==> src/rtl/wb_pkg.sv <==
// -----------------------------------------------------------------------------
// wb_pkg
// Shared Wishbone definitions for the register slave and its helpers.
//   ADDR_WIDTH / DATA_WIDTH : mirror the shared `ADDR_WIDTH / `DATA_WIDTH defines
//                             (default 8 / 32 when no build-wide define exists)
//   wb_addr_t / wb_data_t   : address and data word types
//   ID_VALUE_DEF            : default constant of the optional ID register
//   addr_in_range()         : true when a word address selects an existing register
// -----------------------------------------------------------------------------
`ifndef ADDR_WIDTH
`define ADDR_WIDTH 8
`endif
`ifndef DATA_WIDTH
`define DATA_WIDTH 32
`endif

package wb_pkg;

   localparam int ADDR_WIDTH = `ADDR_WIDTH;
   localparam int DATA_WIDTH = `DATA_WIDTH;

   typedef logic [ADDR_WIDTH-1:0] wb_addr_t;
   typedef logic [DATA_WIDTH-1:0] wb_data_t;

   localparam wb_data_t ID_VALUE_DEF = wb_data_t'(32'hC0DE_0001);

   // Address is unsigned; the size cast zero-extends before the compare.
   function automatic logic addr_in_range(input wb_addr_t adr, input int unsigned num_regs);
      return (32'(adr) < num_regs);
   endfunction

endpackage

==> src/rtl/wb_slave_register_if.sv <==
// -----------------------------------------------------------------------------
// wb_slave_register_if
// Wishbone classic (B3) bus bundle between one master and the register slave.
//   adr_i  : word address            (master -> slave)
//   dat_i  : write data              (master -> slave)
//   we_i   : 1 = write, 0 = read     (master -> slave)
//   cyc_i  : bus cycle in progress   (master -> slave)
//   stb_i  : strobe / slave select   (master -> slave)
//   dat_o  : read data               (slave -> master)
//   ack_o  : transfer acknowledge    (slave -> master)
// Handshake: a request is cyc_i & stb_i & ~ack_o sampled at a rising clock
// edge; the slave answers with ack_o high for exactly one cycle on the next
// cycle, with read data valid on dat_o in that same cycle. The master holds
// adr_i/dat_i/we_i stable while cyc_i & stb_i are high and no ack has come.
// -----------------------------------------------------------------------------
interface wb_slave_register_if;
   import wb_pkg::*;

   wb_addr_t adr_i;
   wb_data_t dat_i;
   logic     we_i;
   logic     cyc_i;
   logic     stb_i;
   wb_data_t dat_o;
   logic     ack_o;

   modport master (
      output adr_i, dat_i, we_i, cyc_i, stb_i,
      input  dat_o, ack_o
   );

   modport slave (
      input  adr_i, dat_i, we_i, cyc_i, stb_i,
      output dat_o, ack_o
   );

endinterface

==> src/rtl/wb_slave_ack_gen.sv <==
// -----------------------------------------------------------------------------
// wb_slave_ack_gen
// One-cycle acknowledge generator: turns a sampled request into a single-cycle
// ack pulse on the following cycle.
//   clk_i  : bus clock, rising edge
//   rst_i  : asynchronous active-low reset
//   i_cyc  : bus cycle in progress
//   i_stb  : slave strobe
//   o_req  : request accepted at the coming edge (cyc & stb & ~ack)
//   o_ack  : registered acknowledge
// -----------------------------------------------------------------------------
module wb_slave_ack_gen (
   input  logic clk_i,
   input  logic rst_i,
   input  logic i_cyc,
   input  logic i_stb,
   output logic o_req,
   output logic o_ack
);

   logic r_ack;

   // Masking with the current ack forces a gap cycle, so a master holding
   // stb high sees one ack per access instead of a continuous ack.
   assign o_req = i_cyc & i_stb & ~r_ack;
   assign o_ack = r_ack;

   always_ff @(posedge clk_i or negedge rst_i) begin
      if (!rst_i) begin
         r_ack <= 1'b0;
      end else begin
         r_ack <= o_req;
      end
   end

endmodule

==> src/rtl/wb_slave_register.sv <==
// -----------------------------------------------------------------------------
// wb_slave_register
// Wishbone classic (B3) slave with a bank of NUM_REGS word-wide read/write
// registers. Every single read/write cycle is acknowledged one cycle after the
// request; reads return registered data alongside ack, out-of-range reads
// return 0 and out-of-range writes are acknowledged but dropped.
//   clk_i : bus clock, rising edge
//   rst_i : asynchronous active-low reset (clears ack, dat_o and registers)
//   bus   : wb_slave_register_if.slave (adr_i, dat_i, we_i, cyc_i, stb_i,
//           dat_o, ack_o)
// Parameters:
//   NUM_REGS : number of registers, 2 .. 2**ADDR_WIDTH
//   ID_VALUE : constant of the ID register (only with WB_SLAVE_REGISTER_ID_EN)
// Build option:
//   WB_SLAVE_REGISTER_ID_EN : when defined, register NUM_REGS-1 is a read-only
//   ID register returning ID_VALUE; writes to it are acknowledged and ignored.
//   When undefined it is an ordinary read/write register.
// -----------------------------------------------------------------------------
module wb_slave_register
   import wb_pkg::*;
#(
   parameter int NUM_REGS = 16
`ifdef WB_SLAVE_REGISTER_ID_EN
   ,
   parameter wb_data_t ID_VALUE = ID_VALUE_DEF
`endif
) (
   input logic                clk_i,
   input logic                rst_i,
   wb_slave_register_if.slave bus
);

`ifdef WB_SLAVE_REGISTER_ID_EN
   localparam int NUM_RW = NUM_REGS - 1;
`else
   localparam int NUM_RW = NUM_REGS;
`endif

   logic     w_req;
   logic     w_ack;
   logic     w_in_range;
   wb_data_t w_rd_data;
   wb_data_t w_reg_q [NUM_REGS];
   wb_data_t r_dat_o;

   wb_slave_ack_gen u_ack_gen (
      .clk_i (clk_i),
      .rst_i (rst_i),
      .i_cyc (bus.cyc_i),
      .i_stb (bus.stb_i),
      .o_req (w_req),
      .o_ack (w_ack)
   );

   assign bus.ack_o = w_ack;
   assign bus.dat_o = r_dat_o;

   // Writable registers; each one loads on the edge that raises ack.
   for (genvar g = 0; g < NUM_RW; g++) begin : g_reg
      logic     w_wr_en;
      wb_data_t r_q;

      assign w_wr_en    = w_req & bus.we_i & (bus.adr_i == ADDR_WIDTH'(g));
      assign w_reg_q[g] = r_q;

      always_ff @(posedge clk_i or negedge rst_i) begin
         if (!rst_i) begin
            r_q <= '0;
         end else if (w_wr_en) begin
            r_q <= bus.dat_i;
         end
      end
   end

`ifdef WB_SLAVE_REGISTER_ID_EN
   // Hard-wired, so reset and writes can never disturb it.
   assign w_reg_q[NUM_REGS-1] = ID_VALUE;
`endif

   assign w_in_range = addr_in_range(bus.adr_i, NUM_REGS);

   // Compare-based mux keeps the index width independent of NUM_REGS.
   always_comb begin
      w_rd_data = '0;
      if (w_in_range) begin
         for (int i = 0; i < NUM_REGS; i++) begin
            if (bus.adr_i == ADDR_WIDTH'(i)) begin
               w_rd_data = w_reg_q[i];
            end
         end
      end
   end

   // Read data exists only in the ack cycle of a read; zero otherwise,
   // including write acks.
   always_ff @(posedge clk_i or negedge rst_i) begin
      if (!rst_i) begin
         r_dat_o <= '0;
      end else if (w_req && !bus.we_i) begin
         r_dat_o <= w_rd_data;
      end else begin
         r_dat_o <= '0;
      end
   end

endmodule

==> src/flat_wrapper.sv <==
// flat-port wrapper written by rule: the top's interface ports become plain ports
module wb_slave_register_flat import wb_pkg::*;
#(
   parameter int NUM_REGS = 16

)
  (clk_i, rst_i, bus_adr_i, bus_dat_i, bus_we_i, bus_cyc_i, bus_stb_i, bus_dat_o, bus_ack_o);
  wb_slave_register_if bus_i ();
  input logic clk_i;
  input logic rst_i;
  input wire logic [$bits(bus_i.adr_i)-1:0] bus_adr_i;
  input wire logic [$bits(bus_i.dat_i)-1:0] bus_dat_i;
  input wire logic [$bits(bus_i.we_i)-1:0] bus_we_i;
  input wire logic [$bits(bus_i.cyc_i)-1:0] bus_cyc_i;
  input wire logic [$bits(bus_i.stb_i)-1:0] bus_stb_i;
  output wire logic [$bits(bus_i.dat_o)-1:0] bus_dat_o;
  output wire logic [$bits(bus_i.ack_o)-1:0] bus_ack_o;
  assign bus_i.adr_i = bus_adr_i;
  assign bus_i.dat_i = bus_dat_i;
  assign bus_i.we_i = bus_we_i;
  assign bus_i.cyc_i = bus_cyc_i;
  assign bus_i.stb_i = bus_stb_i;
  assign bus_dat_o = bus_i.dat_o;
  assign bus_ack_o = bus_i.ack_o;
  wb_slave_register #(.NUM_REGS(NUM_REGS)) u_core (.clk_i(clk_i), .rst_i(rst_i), .bus(bus_i));
endmodule
==> config.mk <==
export PLATFORM = sky130hd
export DESIGN_NAME = wb_slave_register_flat
export DESIGN_NICKNAME = d
export VERILOG_FILES = /design/src/rtl/wb_pkg.sv /design/src/rtl/wb_slave_register_if.sv /design/src/rtl/wb_slave_ack_gen.sv /design/src/rtl/wb_slave_register.sv /design/src/flat_wrapper.sv
export SDC_FILE = /design/constraint.sdc
export NUM_CORES = 1
export LEC_CHECK = 0
export ABC_AREA = 1
export CAP_MARGIN = 30
export CORE_ASPECT_RATIO = 1.4
export CORE_MARGIN = 2
export CORE_UTILIZATION = 35
export DETAILED_ROUTE_END_ITERATION = 8
export PLACE_DENSITY = 0.51
export SYNTH_ARGS = -nofsm -noshare
export SYNTH_HDL_FRONTEND = slang
export SYNTH_SLANG_ARGS = --single-unit
==> constraint.sdc <==
create_clock -name clk_i -period 1.7 [get_ports clk_i]
set_input_delay 0.255 -clock clk_i [delete_from_list [all_inputs] [get_ports clk_i]]
set_output_delay 0.255 -clock clk_i [all_outputs]
set_load 0.005 [all_outputs]
=== Word level (Yosys, flattened, before mapping) ===
Cells that the tools add are included.

* Equal/unequal tests: 15
* $lt $le $gt $ge: 1
* Reduce and logical (&&, ||, !) cells: 3
* Bitwise logic cells: 20
* Multiplexer cells: 18

{| class="wikitable"
|+ Operator list
! kind !! count
|-
| two-way mux 32 bit || 18
|-
| equality test 8 x 4 -> 1 bit, second input constant || 8
|-
| equality test 8 x 3 -> 1 bit, second input constant || 4
|-
| bitwise AND 1 bit || 19
|-
| equality test 8 x 2 -> 1 bit, second input constant || 2
|-
| equality test 8 x 1 -> 1 bit, second input constant || 1
|-
| logical NOT 8 bit || 1
|-
| < comparator 8 x 5 -> 1 bit, second input constant || 1
|-
| logical AND 1 bit || 1
|-
| logical NOT 1 bit || 1
|-
| inverter 1 bit || 1
|}

* Flip-flop bits (word level): 545
* Input port bits: 45
* Word-level logic and storage cells: 75
* Output and inout port bits: 33

=== Logic depth before layout (Yosys ltp) ===
Gate-level depths: netlist of run 1.

* Depth after elaboration: 19
* Depth in mapped cells: 16
* Mapped depth without buffers: 15

=== Hierarchy ===
From an unflattened synthesis of run 1, not the netlist that was laid out.

* Cells, all modules: 2774
* Area, all modules: 23329.9 sq um

{| class="wikitable"
|+ Modules (own cells, without submodules)
! module !! instances !! area an instance (sq um) !! cells an instance
|-
| wb_slave_register || 1 || 23294.8 || 2771
|-
| wb_slave_ack_gen || 1 || 35.0 || 3
|}

=== Worst setup path before layout of run 1 ===
Ideal clock, no wire load.

* Kind: input port to flip-flop
* Start: input bus_adr_i[5]
* End: register u_core.r_dat_o[6] (netlist: u_core.bus.dat_o[6])
* Setup time: 113 ps
* Required time: 1587 ps
* Stages on the path: 15
* Slack: -23 ps
* Data arrival time: 1610 ps
* Path through: nor2_2 > nand2_2 > inv_2 > nand2_2 > nor2_4 > buf_4 > nand2_1 > nand2_1 > nand3_1 > nand2_1 > nand4_1 > nor2_1 > nand4_1 > nand2_1 > inv_1

* Longest elaborated chain between the ends: 19

{| class="wikitable"
|+ RTL lines
! what !! line !! text
|-
| start: declaration || flat_wrapper.sv:11 || <nowiki>input wire logic [$bits(bus_i.adr_i)-1:0] bus_adr_i;</nowiki>
|-
| logical NOT 8 bit || wb_slave_register.sv:87 || <nowiki>if (bus.adr_i == ADDR_WIDTH'(i)) begin</nowiki>
|-
| two-way mux 32 bit (16 in a row) || wb_slave_register.sv:87 ||
|-
| two-way mux 32 bit (*) || wb_slave_register.sv:85 || <nowiki>if (w_in_range) begin</nowiki>
|-
| two-way mux 32 bit (*) || wb_slave_register.sv:99 || <nowiki>end else if (w_req && !bus.we_i) begin</nowiki>
|-
| end signal: assignment || wb_slave_register.sv:100 || <nowiki>r_dat_o <= w_rd_data;</nowiki>
|-
| end: declaration || wb_slave_register.sv:44 || <nowiki>wb_data_t r_dat_o;</nowiki>
|}

Mark *: on every way between the ends. The rest lies on a longest branch, timed or not.
A chain may end at the register's enable or synchronous reset.

=== Worst setup path after layout of run 1 ===
* Start: register u_core.u_ack_gen.r_ack (netlist: u_core.u_ack_gen.o_ack)
* End: register u_core.g_reg[11].r_q[29]

* Longest elaborated chain between the ends: 4

{| class="wikitable"
|+ RTL lines
! what !! line !! text
|-
| start: declaration || wb_slave_ack_gen.sv:21 || <nowiki>logic r_ack;</nowiki>
|-
| start signal: assignment || wb_slave_ack_gen.sv:32 || <nowiki>r_ack <= o_req;</nowiki>
|-
| inverter 1 bit || wb_slave_ack_gen.sv:25 || <nowiki>assign o_req = i_cyc & i_stb & ~r_ack;</nowiki>
|-
| bitwise AND 1 bit || wb_slave_ack_gen.sv:25 ||
|-
| via u_core.u_ack_gen.o_req || wb_slave_ack_gen.sv:17 || <nowiki>output logic o_req,</nowiki>
|-
| bitwise AND 1 bit (2 in a row) || wb_slave_register.sv:63 || <nowiki>assign w_wr_en = w_req & bus.we_i & (bus.adr_i == ADDR_WIDTH'(g));</nowiki>
|-
| end signal: assignment || wb_slave_register.sv:70 || <nowiki>r_q <= bus.dat_i;</nowiki>
|-
| end: declaration || wb_slave_register.sv:61 || <nowiki>wb_data_t r_q;</nowiki>
|}

The timed path passes the listed nets, and every way through them passes these cells.

==> flow_summary_export.csv, run 1 <==
group,metric,value,unit
clock_tree,cts_buffers,53,
setup_path,path_class,"reg -> reg",
logic_synthesis,synth_top_cell_by_area,"dfrtp_1",
clock_tree,worstSkewPairLatency,590,ps
clock_tree,cts_tree,"built",
setup_path,crit_fanout,7,
logic_synthesis,ys_ff_latch,545,
finish,diodes,0,
global_route,grt_max_degree,65,
sta,hold_ws,193,ps
global_route,first_global_vias,18633,
sta,tightest_slew,723,ps
die,die_h,310,µm
global_route,gr-usage-all-layers,19.4,%
power,powerDensity,865,mW/mm²
clock_tree,clockBufferDepth,3,
status,status,"finished, violations left",
finish,final_util,45.5,%
clock_tree,htreeDepth,2,
die,die_area,0.0689,mm²
sta,rsz0062_at_grt,"true",
sta,setup_slack,-13.6,ps
route,ant_nets,0,
route,avgViaCountPerCell,5.02,
min_path,hold_path_class,"in -> async",
logic_synthesis,async_flop_share,100,%
sta,max_freq,0.584,GHz
sta,finalHoldViolCount,0,
logic_synthesis,synth.avg_cell_area,8.35,µm²
setup_path,arrival,2160,ps
logic_synthesis,synth_ff_type,"dfrtp_1",
placement,io_buffer_count,77,
sta,slew_headroom,51.7,%
logic_synthesis,synthDominantCellAreaShare,58.4,%
setup_path,required,2140,ps
route,drt_pre_antenna_iters,5,
clock_tree,cts_sinks,545,
finish,drive_gt1_share,18.5,%
setup_path,crit_path_end_kind,"flip-flop",
die,design.portCount,78,
logic_synthesis,synth_area,0.0234,mm²
setup_path,critPathLaunchType,"flip-flop",
finish,layout_common_cells,"nand2_1, dfrtp_1, o21ai_0",
power,finalPower,26.1,mW
sta,post-route-period-util,101,%
route,vias,19614,
clock_tree,cts.clk_slew.worst_paths,60,ps
global_route,grt_pass1_wl,106000,µm
power,ir_worst_vdd,793,µV
logic_synthesis,yosysWarnings,0,
die,die_w,222,µm
logic_synthesis,synth_nets,2843,
finish,layout_commonest_cell,"nand2_1",
sta,setup_viol,1,
die,std_cell_rows,112,
placement,routabilityCongestion,0.825,
route,wl,74900,µm
route,drc,0,
logic_synthesis,synth.distinct_cells,26,
status,violations,"setup timing",
setup_path,r2r_cells,10,
sta,fin_worst_skew,22.6,ps
global_route,globalRouteOverflowTotal,0,
finish,finalNetCount,3060,
die,start_util,35.2,%
sta,drv_slew,0,
route,drt_first_iter_violations,1571,
logic_synthesis,synth_edf_count,0,
sta,fin_crit,1710,ps
power,p_leak,13.9,nW
clock_tree,root_buffer,"clkbuf_16",
logic_synthesis,synth_cells,2798,
logic_synthesis,ys_seq_area_share,58.4,%
finish,design_area,0.0302,mm²
route,wire_per_inst,19.2,µm
logic_synthesis,synth_area_leaders,"dfrtp_1, nand2_1, o21ai_0",
die,core_area,0.0664,mm²
finish,area_growth,29.3,%
global_route,grt_antenna_before_repair,1,
flow_run,maxCapViolCount,0,
placement,placed_area,0.0267,mm²
placement,dpl.hpwl,44600,µm
[cell usage after synthesis, types with 2 or more instances]
cell type / number
nand4_1: 74
nor2_4: 5
nor2_2: 11
dfrtp_1: 545
inv_1: 162
or2_2: 15
buf_4: 6
o21ai_0: 512
nand4_2: 2
nand2_2: 5
buf_2: 26
nand2_1: 903
nor3_1: 2
buf_1: 2
a21oi_1: 89
o21ai_1: 35
clkbuf_1: 154
nand3_1: 68
nor2_1: 165
inv_2: 11
[layout make-up]
| type | instances | area [µm²] |
|---|---|---|
| repair buffers | 348 | 4120 |
| clock inverters | 8 | 96.3 |
| flip-flops and latches | 545 | 13600 |
| clock buffers | 86 | 1610 |
| fillers | 6497 | 36200 |
| multi-input cells | 1893 | 9020 |
| inverters | 174 | 656 |
| well taps | 855 | 1070 |
[metal layers]
metal | GRT usage [%] | vias up | part of all wire (%)
li1 | - | 9462 | -
met1 | 25.8 | 9566 | 42
met2 | 34.1 | 483 | 52
met3 | 1.97 | 103 | 3.9
met4 | 4.46 | 0 | 2.5
met5 | 0 | - | 0
[final timing paths]
check                                       start                        to  slack [ps]
hold / removal                              rst_i    u_core.g_reg[7].r_q[6]         190
hold reg to reg            u_core.u_ack_gen.o_ack    u_core.u_ack_gen.o_ack         440
setup / recovery           u_core.u_ack_gen.o_ack  u_core.g_reg[11].r_q[29]         -10
min in group clk_i                      bus_stb_i    u_core.u_ack_gen.o_ack         210
setup reg to reg           u_core.u_ack_gen.o_ack  u_core.g_reg[11].r_q[29]         -10
max in group asynchronous                   rst_i  u_core.g_reg[12].r_q[25]         700
[kinds of logic (layout without fill, tap and decap cells)]
family,after synthesis,in the layout,synth area share (%)
and+or+nand+nor,1255,1257,22.0
DFF,545,545,58.4
buffers and inverters,362,616,6.05
AOI/OAI and AO/OA,636,636,13.6
[flip-flops by register name, summed over array words and instances (netlist names)]
| name | cells |
|---|---|
| u_core.u_ack_gen.o_ack | 1 |
| u_core.g.r_q | 512 |
| u_core.bus.dat_o | 32 |
[power breakdown]
| part | total, mW | switching, mW | internal [mW] |
|---|---|---|---|
| Combinational | 1.13 | 0.762 | 0.372 |
| Sequential | 13.2 | 0.0904 | 13.1 |
| Clock | 11.8 | 5.04 | 6.74 |
| Total | 26.1 | 5.89 | 20.2 |
[what timing repair did]
| action | CTS | global route |
|---|---|---|
| endpoints found under the setup margin | 202 | 219 |
| setup buffers | 7 | 20 |
| gates resized for setup | 59 | 333 |
| hold buffers | 1 | 0 |
| hold endpoints to repair | 49 | 0 |
| gates cloned | 1 | 39 |
| pin swaps | 19 | 43 |
[critical path, stage by stage, from the launching register on]
cell	delay [ps]
dfrtp_1	380
nor2_2	120
inv_2	60
nor2_4	120
buf_12	150
buf_6	120
buf_12	140
nand2_4	130
clkbuf_16	190
nand2_1	60
o21ai_0	80
[through the flow]
step / cells / worst slack, ps / setup TNS [ps]
after floorplan: 2798 / 36.3 / 0
after global placement: 3748 / -1090 / -286950
after detailed placement: 3748 / -1090 / -305130
after CTS: 3851 / -7.95 / -7.95
after global routing: 3909 / -124 / -10360
final: 3909 / -13.6 / -13.6
No activity file was read; power rests on OpenSTA's default activity.
==> run 2: changes to the inputs <==
--- a/config.mk
+++ b/config.mk
@@ -5,7 +5,6 @@
 export SDC_FILE = /design/constraint.sdc
 export NUM_CORES = 1
 export LEC_CHECK = 0
-export ABC_AREA = 1
 export CAP_MARGIN = 30
 export CORE_ASPECT_RATIO = 1.4
 export CORE_MARGIN = 2
==> run 2 against run 1 <==
The run still ends with setup timing left. Core utilization is 0.89 points higher. Power is 5.6% higher. Final area grew 8.0%. Clock power is 5% higher. Setup slack got worse by 260 ps. Fmax fell by 13%.
==> flow_summary_export.csv, run 2 <==
group,metric,value,unit
status,status,"finished, violations left",
status,violations,"setup timing",
setup_path,crit_path_end_kind,"flip-flop",
clock_tree,root_buffer,"clkbuf_16",
finish,regMostFlops,"u_core.g.r_q",
sta,fin_crit,1970,ps
die,start_util,35.4,%
finish,area_growth,30.9,%
finish,instances_no_fill,3125,
logic_synthesis,synth_top_cell_by_area,"dfrtp_1",
logic_synthesis,synth.distinct_cells,59,
route,vias,17385,
route,ant_nets,0,
route,drc,0,
setup_path,slowest_stage,"dfrtp_1",
logic_synthesis,async_flop_share,100,%
clock_tree,worstSkewPairLatency,620,ps
die,core_area,0.0704,mm²
logic_synthesis,ys_ff_latch,545,
route,drt_pre_antenna_iters,5,
placement,pre_cts_slack,-1060,ps
finish,drive_gt1_share,47.7,%
setup_path,arrival,2480,ps
sta,tightest_slew,620,ps
logic_synthesis,synthTopCellsByCount,"dfrtp_1, mux2_2, o21ai_0",
route,wire_per_inst,26.6,µm
die,design.portCount,78,
logic_synthesis,synth_cells,1867,
logic_synthesis,synth_area_leaders,"dfrtp_1, mux2_2, mux4_2",
route,drt_first_iter_violations,1333,
clock_tree,cts_sinks,545,
logic_synthesis,synthDominantCellAreaShare,54.7,%
logic_synthesis,yosysWarnings,0,
power,ir_worst_vdd,712,µV
global_route,grt_antenna_before_repair,0,
setup_path,r2r_cells,7,
sta,finalHoldViolCount,0,
setup_path,critPathLaunchType,"flip-flop",
sta,slew_headroom,58.5,%
sta,setup_viol,551,
route,avgViaCountPerCell,5.56,
finish,seqCellArea,0.0136,mm²
sta,setup_slack,-273,ps
logic_synthesis,ys_seq_area_share,54.7,%
min_path,hold_path_class,"in -> async",
placement,dpl.hpwl,50000,µm
global_route,gr-usage-all-layers,22.0,%
route,wl,83300,µm
clock_tree,cts.clk_slew.worst_paths,60,ps
placement,placed_cells,2968,
logic_synthesis,yosys.cell_count.top_type,"dfrtp_1",
logic_synthesis,synth_ff_type,"dfrtp_1",
setup_path,path_class,"reg -> reg",
setup_path,rrSetupSlack,-270,ps
global_route,first_global_vias,18351,
setup_path,max_stage_delay,380,ps
flow_run,maxCapViolCount,0,
global_route,grt_pass1_wl,121000,µm
finish,fillers,6230,
setup_path,crit_fanout,5,
sta,fin_worst_skew,8.99,ps
logic_synthesis,synth_area,0.0249,mm²
finish,multi_input_area,0.0115,mm²
logic_synthesis,synth_nets,1912,
setup_path,r2r-end,"u_core.g_reg[5].r_q[12]",
die,die_area,0.0734,mm²
logic_synthesis,synth.avg_cell_area,13.3,µm²
placement,io_buffer_count,77,
clock_tree,clockBufferDepth,3,
clock_tree,cts_tree,"built",
die,die_w,230,µm
clock_tree,htreeDepth,2,
setup_path,required,2210,ps
die,die_h,320,µm
finish,finalNetCount,2190,
placement,routabilityCongestion,0.810,
setup_path,crit_start,"u_core.u_ack_gen.o_ack",
sta,rsz0062_at_grt,"true",
setup_path,r2r_start,"u_core.u_ack_gen.o_ack",
power,powerDensity,846,mW/mm²
setup_path,crit_chain,"and3b_2, and2_4, nand3_4, nor2_4, buf_6, buf_12, mux2_2",
finish,layout_common_cells,"dfrtp_1, mux2_2, buf_4",
clock_tree,cts_buffers,55,
logic_synthesis,synth_edf_count,0,
finish,largest_reg_flops,512,
global_route,globalRouteOverflowTotal,0,
sta,post-route-period-util,116,%
global_route,grt_max_degree,70,
power,p_leak,15.4,nW
sta,hold_ws,114,ps
sta,drv_slew,0,
finish,layout_commonest_cell,"dfrtp_1",
power,finalPower,27.6,mW
sta,max_freq,0.507,GHz
setup_path,crit_end,"u_core.g_reg[5].r_q[12]",
die,std_cell_rows,115,
[run 2: cell types whose count changed after synthesis, sizes merged, moves of 60 or more]
cell / change
buf: +60
clkbuf: -81
inv: -162
mux2: +514
nand2: -836
nand4: -74
nor2: -103
o21ai: -472
[run 2: critical path, delay by kind of cell, from the launching register on]
| kind | cells | cell delay (ps) |
|---|---|---|
| mux | 1 | 340 |
| buf+inv | 2 | 310 |
| simple gates | 4 | 820 |
| flops | 1 | 380 |
[run 2: metal layers]
layer	share of wire, %	up-vias	GRT usage (%)
li1	-	7423	-
met1	43	9261	29.3
met2	48	527	36.6
met3	5.5	174	3.10
met4	4.0	0	7.52
met5	0	-	0
[run 2: worst min path at each step]
| stage | from | end | cells past startpoint |
|---|---|---|---|
| final | rst_i | u_core.g_reg[12].r_q[17] | 2 |
| after floorplan | rst_i | u_core.bus.dat_o[0] | 0 |
| after CTS | rst_i | u_core.g_reg[13].r_q[17] | 2 |
| after global placement | rst_i | u_core.g_reg[13].r_q[17] | 1 |
| after detailed placement | rst_i | u_core.g_reg[13].r_q[17] | 1 |
| after global routing | rst_i | u_core.g_reg[12].r_q[17] | 2 |
[run 2: power by group]
part / switching [mW] / internal (mW)
sequential: 0.0839 / 13.1
combinational: 1.18 / 0.817
clock: 5.27 / 7.13
[run 2: cell families after synthesis]
family | synth area share (%)
buf+inv | 3.24
flops | 54.7
simple gates | 4.51
compound gates | 8.40
mux | 29.1
[run 2: layout make-up]
| class | instances | share of cell area (%) |
|---|---|---|
| Timing Repair Buffer | 388 | 13.7 |
| Sequential cell | 545 | 41.8 |
| Multi-Input combinational cell | 1144 | 35.2 |
| Antenna cell | 1 | 0.00767 |
| Clock buffer | 82 | 4.93 |
| Clock inverter | 18 | 0.636 |
| Tap cell | 936 | 3.59 |
| Inverter | 11 | 0.127 |
[run 2: timing repair]
item,in CTS,in global routing
buffers inserted,24,18
endpoints found under the hold margin,446,0
gates cloned,12,10
setup endpoints to repair,574,576
pin swaps,23,21
resized for setup,151,102
hold buffers,1,0
[run 2: per-stage QoR]
step	utilization (%)	TNS (ps)	area (µm²)
finish	46.4	-85210	32600
global placement	41.3	-420110	29100
detailed placement	41.3	-417660	29100
CTS	45.4	-75910	31900
global route	46.4	-103190	32600
floorplan	-	-37180	25500
